$ cat src/rtl/zone_climate_ctrl.sv
// Multi-zone heat/cool hysteresis controller with per-zone anti-short-cycle dwell.
// Latency: one edge from inputs to outputs. Backpressure: none; it evaluates every cycle.
module zone_climate_ctrl #(
  parameter int TEMP_W    = 5,
  parameter int N_ZONES   = 2,
  parameter int MIN_DWELL = 4
) (
  input  logic                        clk,
  input  logic                        rst_n,
  input  logic                        en,
  input  logic [N_ZONES*TEMP_W-1:0]   temperature,
  input  logic [TEMP_W-1:0]           heat_on,
  input  logic [TEMP_W-1:0]           heat_off,
  input  logic [TEMP_W-1:0]           cool_off,
  input  logic [TEMP_W-1:0]           cool_on,
  output logic [N_ZONES-1:0]          heating,
  output logic [N_ZONES-1:0]          cooling,
  output logic [N_ZONES-1:0]          sensor_err,
  output logic                        cfg_err
);

  localparam int CNT_W = (MIN_DWELL > 0) ? $clog2(MIN_DWELL + 1) : 1;
  localparam logic [CNT_W-1:0]  DWELL_MAX = CNT_W'(MIN_DWELL);
  localparam logic [TEMP_W-1:0] SENTINEL  = '1;

  typedef enum logic [1:0] {IDLE = 2'd0, HEAT = 2'd1, COOL = 2'd2} state_t;

  logic cfg_ok;
  logic cfg_err_q;

  assign cfg_ok = (heat_on < heat_off) && (heat_off <= cool_off) && (cool_off < cool_on);

  always_ff @(posedge clk or negedge rst_n) begin
    if (!rst_n) cfg_err_q <= 1'b0;
    else        cfg_err_q <= !cfg_ok;
  end

  assign cfg_err = cfg_err_q;

  genvar i;
  generate
    for (i = 0; i < N_ZONES; i++) begin : g_zone
      logic [TEMP_W-1:0] t;
      state_t            state_q, state_d, want;
      logic [CNT_W-1:0]  cnt_q, cnt_d;
      logic              force_idle;
      logic              sens_q;

      assign t          = temperature[i*TEMP_W +: TEMP_W];
      assign force_idle = !en || !cfg_ok || (t == SENTINEL);

      always_comb begin
        want = state_q;
        case (state_q)
          IDLE:    if (t <= heat_on) want = HEAT;
                   else if (t >= cool_on) want = COOL;
          HEAT:    if (t >= heat_off) want = IDLE;
          COOL:    if (t <= cool_off) want = IDLE;
          default: want = IDLE;
        endcase

        // A wanted change that arrives early stays pending until the dwell counter saturates.
        if (force_idle) begin
          state_d = IDLE;
          cnt_d   = '0;
        end else if ((want != state_q) && (cnt_q == DWELL_MAX)) begin
          state_d = want;
          cnt_d   = '0;
        end else begin
          state_d = state_q;
          cnt_d   = (cnt_q == DWELL_MAX) ? cnt_q : cnt_q + CNT_W'(1);
        end
      end

      always_ff @(posedge clk or negedge rst_n) begin
        if (!rst_n) begin
          state_q <= IDLE;
          cnt_q   <= DWELL_MAX;
          sens_q  <= 1'b0;
        end else begin
          state_q <= state_d;
          cnt_q   <= cnt_d;
          sens_q  <= (t == SENTINEL);
        end
      end

      assign heating[i]    = (state_q == HEAT);
      assign cooling[i]    = (state_q == COOL);
      assign sensor_err[i] = sens_q;
    end
  endgenerate

endmodule

$ cat config.mk
export PLATFORM = sky130hd
export DESIGN_NAME = zone_climate_ctrl
export DESIGN_NICKNAME = d
export VERILOG_FILES = /design/src/rtl/zone_climate_ctrl.sv
export SDC_FILE = /design/constraint.sdc
export NUM_CORES = 1
export LEC_CHECK = 0
export CAP_MARGIN = 20
export CORE_AREA = 2 2 108 68
export CTS_CLUSTER_DIAMETER = 40
export CTS_CLUSTER_SIZE = 25
export DETAILED_ROUTE_END_ITERATION = 12
export DIE_AREA = 0 0 110 70
export PLACE_DENSITY = 0.57
export SETUP_SLACK_MARGIN = 0.3
export SLEW_MARGIN = 20
export SYNTH_ARGS = -nofsm -noshare
export SYNTH_HDL_FRONTEND = slang
export SYNTH_SLANG_ARGS = --single-unit
$ cat constraint.sdc
create_clock -name clk -period 1.48 [get_ports clk]
set_input_delay 0.37 -clock clk [delete_from_list [all_inputs] [get_ports clk]]
set_output_delay 0.37 -clock clk [all_outputs]
set_load 0.02 [all_outputs]
-- After elaboration in Yosys (flattened, before gate mapping)
Index checks and enable logic that the tools add are counted.
- bits in registers: 13
- bits of input ports: 33
- output and inout bits: 7
- logic and storage cells: 65
- eq/ne operators: 12
- $add $sub $neg: 2
- reductions and logical operators: 13
- mux-type cells: 20
- magnitude comparators: 11
- operator list (operator ; number):
    $le 5x5->1 ; 5
    $mux 2 ; 12
    $ge 5x5->1 ; 4
    $mux 3 ; 6
    $pmux 2 s3 ; 2
    $eq 5x5->1 const B ; 2
    $lt 5x5->1 ; 2
    $add 3x1->3 const B ; 2
    $eq 3x3->1 const B ; 2
    $ne 3x2->1 const B ; 2
    $eq 2x1->1 const B ; 2
    $eq 2x2->1 const B ; 2
    $logic_and 1x1->1 ; 4
    $logic_not 2->1 ; 2
    $ne 2x2->1 ; 2
    $reduce_bool 2->1 ; 2
    $logic_or 1x1->1 ; 3
    $logic_not 1->1 ; 2

-- Longest topological paths before layout
Gate-level depths: netlist of run 1.
- depth after elaboration: 8
- gate-level depth with buffers: 9
- depth with buffers taken out: 9

-- Worst setup path after synthesis of run 1
Ideal clock, no wire load.
- path type: input port to flip-flop
- start point: input port heat_on[3]
- end point: register g_zone[1].state_q[1]
- arrival: 1.881 ns
- setup slack: -0.487 ns
- buffers on the path: 0
- setup time: 0.086 ns
- required time: 1.394 ns
- cell stages on the path: 9
- cells stage by stage: inv_1 > ha_1 > a21oi_2 > a21boi_1 > or4b_4 > nand4_2 > nor2_2 > o21ba_1 > nor3_1
- longest elaborated chain between the ends: 7
- elaborated cells between the ends (all ways): 14
- those cells by class: 2 x order compare; 1 x eq/ne; 4 x mux; 7 x reduce/logical
- RTL lines (item ; line ; text):
    start, declared ; 12 ; input logic [TEMP_W-1:0] heat_on,
    parallel branches: the longest is 7 deep, another holds $le 5x5->1 ; n/a ;
    end signal, assigned ; 81 ; state_q <= state_d;
    end, declared ; 44 ; state_t state_q, state_d, want;
Parallel ways; which one is timed is not known. The select of a mux whose other input is x is not followed.
A chain may end at the register's enable or synchronous reset.

-- Final worst setup path of run 1
- start point: input port temperature[8]
- end point: register g_zone[1].cnt_q[2]
- longest elaborated chain between the ends: 8
- elaborated cells between the ends (all ways): 16
- those cells by class: 4 x order compare; 3 x eq/ne; 7 x mux; 2 x reduce/logical
- RTL lines (item ; line ; text):
    start, declared ; 11 ; input logic [N_ZONES*TEMP_W-1:0] temperature,
    $ge 5x5->1 ; 56 ; else if (t >= cool_on) want = COOL;
    $mux 2 ; 56 ;
    $mux 2 ; 55 ; IDLE: if (t <= heat_on) want = HEAT;
    $pmux 2 s3 ; 54 ; case (state_q)
    $ne 2x2->1 ; 66 ; end else if ((want != state_q) && (cnt_q == DWELL_MAX)) begin
    $logic_and 1x1->1 ; 66 ;
    $mux 3 ; 66 ;
    $mux 3 ; 63 ; if (force_idle) begin
    end signal, assigned ; 82 ; cnt_q <= cnt_d;
    end, declared ; 45 ; logic [CNT_W-1:0] cnt_q, cnt_d;
Parallel ways exist; a longest one is shown, timed or not.

==> results of run 1 <==
==> placed cells by master, fill, tap and decap left out, drive strengths merged, types with 2 or more instances in the layout <==
| cell | n |
|---|---|
| mux2i | 3 |
| a211oi | 8 |
| nand2b | 4 |
| clkdlybuf4s15 | 3 |
| dfstp | 2 |
| ha | 57 |
| o21bai | 2 |
| buf | 94 |
| inv | 27 |
| a21o | 6 |
| a31oi | 3 |
| nand3b | 2 |
| nand3 | 5 |
| nand4 | 5 |
| and2 | 2 |
| o211ai | 3 |
| o21ai | 13 |
| clkbuf | 6 |
| nor3 | 13 |
| clkdlybuf4s50 | 2 |
| a21oi | 12 |
| nand2 | 13 |
| o22ai | 2 |
| o21a | 3 |
| nor2 | 16 |
| nor2b | 8 |
| dfrtp | 11 |
==> state kept, by name, indices dropped and copies added, names as in the netlist <==
register        count
g_zone.state_q      4
g_zone.cnt_q        6
g_zone.sens_q       2
cfg_err             1
==> kinds of logic after synthesis <==
logic type | share of synthesized area [%]
compound gates | 18.7
fa+ha+maj | 36.5
buf+inv | 5.96
flops | 16.8
mux | 2.11
simple gates | 19.9
==> worst paths after layout <==
path                                             end  cells past startpoint            startpoint  slack [ns]
worst min register to register    g_zone[1].cnt_q[1]                      2    g_zone[1].cnt_q[1]        0.57
worst max-delay path              g_zone[1].cnt_q[2]                     11        temperature[8]       -0.43
worst min-delay path            g_zone[1].state_q[0]                      2                 rst_n        0.43
max in group asynchronous         g_zone[0].cnt_q[2]                      2                 rst_n        0.81
min in group clk                             cfg_err                      4            heat_on[4]        0.54
worst max register to register    g_zone[1].cnt_q[2]                     10  g_zone[1].state_q[1]       -0.27
==> report_power, final <==
group          switching [W]  internal, W
Clock               0.000130     0.000190
Combinational       0.000443     0.000471
Sequential        0.00000519     0.000367
Total               0.000579      0.00103
==> critical path, cell delays in order <==
cell and delay [ns]:
buf_4 0.14, ha_4 0.24, a21oi_4 0.14, a21boi_4 0.07
or4b_4 0.55, nand4_4 0.11, buf_6 0.12, nor2_4 0.04
buf_4 0.13, a21oi_2 0.12, nor3_2 0.05
==> per-layer routing <==
| layer | GRT usage, % | vias up | share of wire [%] |
|---|---|---|---|
| li1 | - | 1054 | - |
| met1 | 25.5 | 983 | 50 |
| met2 | 28.5 | 28 | 46 |
| met3 | 1.96 | 4 | 2.8 |
| met4 | 0.422 | 0 | 0.43 |
| met5 | 0 | - | 0 |
==> final cells by class <==
class / count / area [µm²] / share of cell area, %
well taps: 91 / 114 / 3.12
inverters: 27 / 166 / 4.56
multi-input cells: 189 / 2170 / 59.5
clock buffers: 4 / 45.0 / 1.23
flip-flops and latches: 13 / 329 / 9.02
repair buffers: 101 / 825 / 22.6
==> per-stage QoR <==
stage	total power, W	utilization (%)	hold WS [ns]
4_1_cts	0.00154	50.4	0.436
3_3_place_gp	0.00107	44.0	0.522
3_5_place_dp	0.00108	44.0	0.535
6_report	0.00161	53.1	0.435
2_1_floorplan	0.000759	-	0.0744
5_1_grt	0.00173	53.1	0.439
==> repair_timing <==
item                                    4_1_cts  5_1_grt
endpoints found under the setup margin       20       15
pin swaps                                    43       30
resized for setup                           229       40
buffers inserted                             15        7
==> flow_metrics.tcl, run 1 <==
set metrics [dict create \
    diodes 0 \
    rsz0062_at_grt "true" \
    cp-start-kind "primary input" \
    syn_nets 321 \
    postPlaceCellArea_mm2 0.00302 \
    synthTopCellsByCount "ha_1 (57), inv_1 (27), nor2_1 (15)" \
    initial_core_util_pct 28.4 \
    layout_min_cycle_time_ns 1.91 \
    ys_seq_area_share_pct 16.8 \
    end_kind "register" \
    yosysTopAreaCellShare_pct 36.5 \
    antenna_found_initial 0 \
    std_cell_rows 24 \
    syn_area_per_cell_um2 8.46 \
    worstSetupPathType "in -> reg" \
    setup_violations 10 \
    clock_latency_ns 0.24 \
    worstPathRequired_ns 1.65 \
    coreArea_mm2 0.00688 \
    layout.nets 425 \
    drv_cap 0 \
    postLayoutSetupSlackWorst_ns -0.432 \
    synthDistinctLibCells 40 \
    io_pins 40 \
    cts_buffers 3 \
    via_per_inst 4.87 \
    cts_tree "done" \
    grt_max_degree 14 \
    yosysTopAreaCell "ha_1" \
    drt_drc_violations_left 0 \
    cp_data_arrival_time_ns 2.08 \
    postCtsHoldBufs 0 \
    grt_use_total_pct 17.3 \
    worst_pin_slew_ns 0.291 \
    dpl.hpwl_mm 5.04 \
    ctsLongestPathBuffers 2 \
    numPortBuffers 39 \
    die_area_mm2 0.00770 \
    ant_nets 0 \
    violations "negative setup slack" \
    netlist_area_mm2 0.00195 \
    drt-total-wl_mm 6.45 \
    ys.flop_type "dfrtp_1" \
    yosysMostFrequentCell "ha_1" \
    fmax_mhz 523 \
    ys_async_sr_fraction_pct 100 \
    hp-class "in -> async" \
    placed_cells 399 \
    vias 2069 \
    p_leak_nw 1.60 \
    post-place-ws_ns -1.10 \
    h-tree-depth 1 \
    grt_pass1_wl_mm 10.3 \
    firstDrtPassIters 4 \
    grt_pass1_vias 2138 \
    yosys-top-cells-area "ha_1 (37%), dfrtp_1 (14%), inv_1 (5.2%), nor3_1 (3.1%), nor2_1 (2.9%)" \
    final_hold_viol_count 0 \
    final_area_mm2 0.00365 \
    avgRoutedWirePerCell_um 15.2 \
    cts_sinks 13 \
    crit_path_max_fanout 4 \
    ys_seq_elements 13 \
    cts_root_buf "clkbuf_8" \
    yosysWarnings 0 \
    slew_headroom_pct 80.4 \
    die_width_um 110 \
    status "finished, violations left" \
    die_height_um 70 \
    drive_gt1_share_pct 61.4 \
    netlist_instances 231 \
    fin_cells 425 \
    ir_worst_vdd_v 0.000250 \
    clkTransAtPathRegs_ns 0.06 \
    setup-tns-final_ns -3.56 \
    area_growth_pct 86.8 \
    gp_congestion 0.852 \
    fill_cells 634 \
    drt-initial-drc-count 26 \
    finalClockSkew_ns 0.00129 \
    overflow 0 \
    p_per_area_mw_per_mm2 440 \
    min_period_over_period_pct 129 \
    synth_edf_count 0 \
    drv_slew 0 \
]
Power figures use the tool's default switching activity.
==> inputs of run 2 (changes only) <==
CTS_CLUSTER_SIZE = 8   (was 25)
GPL_ROUTABILITY_DRIVEN = 1   (was not set)
==> results of run 2 <==
The final DEF is identical to that of run 1; final timing and power are the same.
==> inputs of run 3 (changes only) <==
CAP_MARGIN = 10   (was 20)
==> results of run 3 <==
The final DEF is identical to that of run 1; final timing and power are the same.
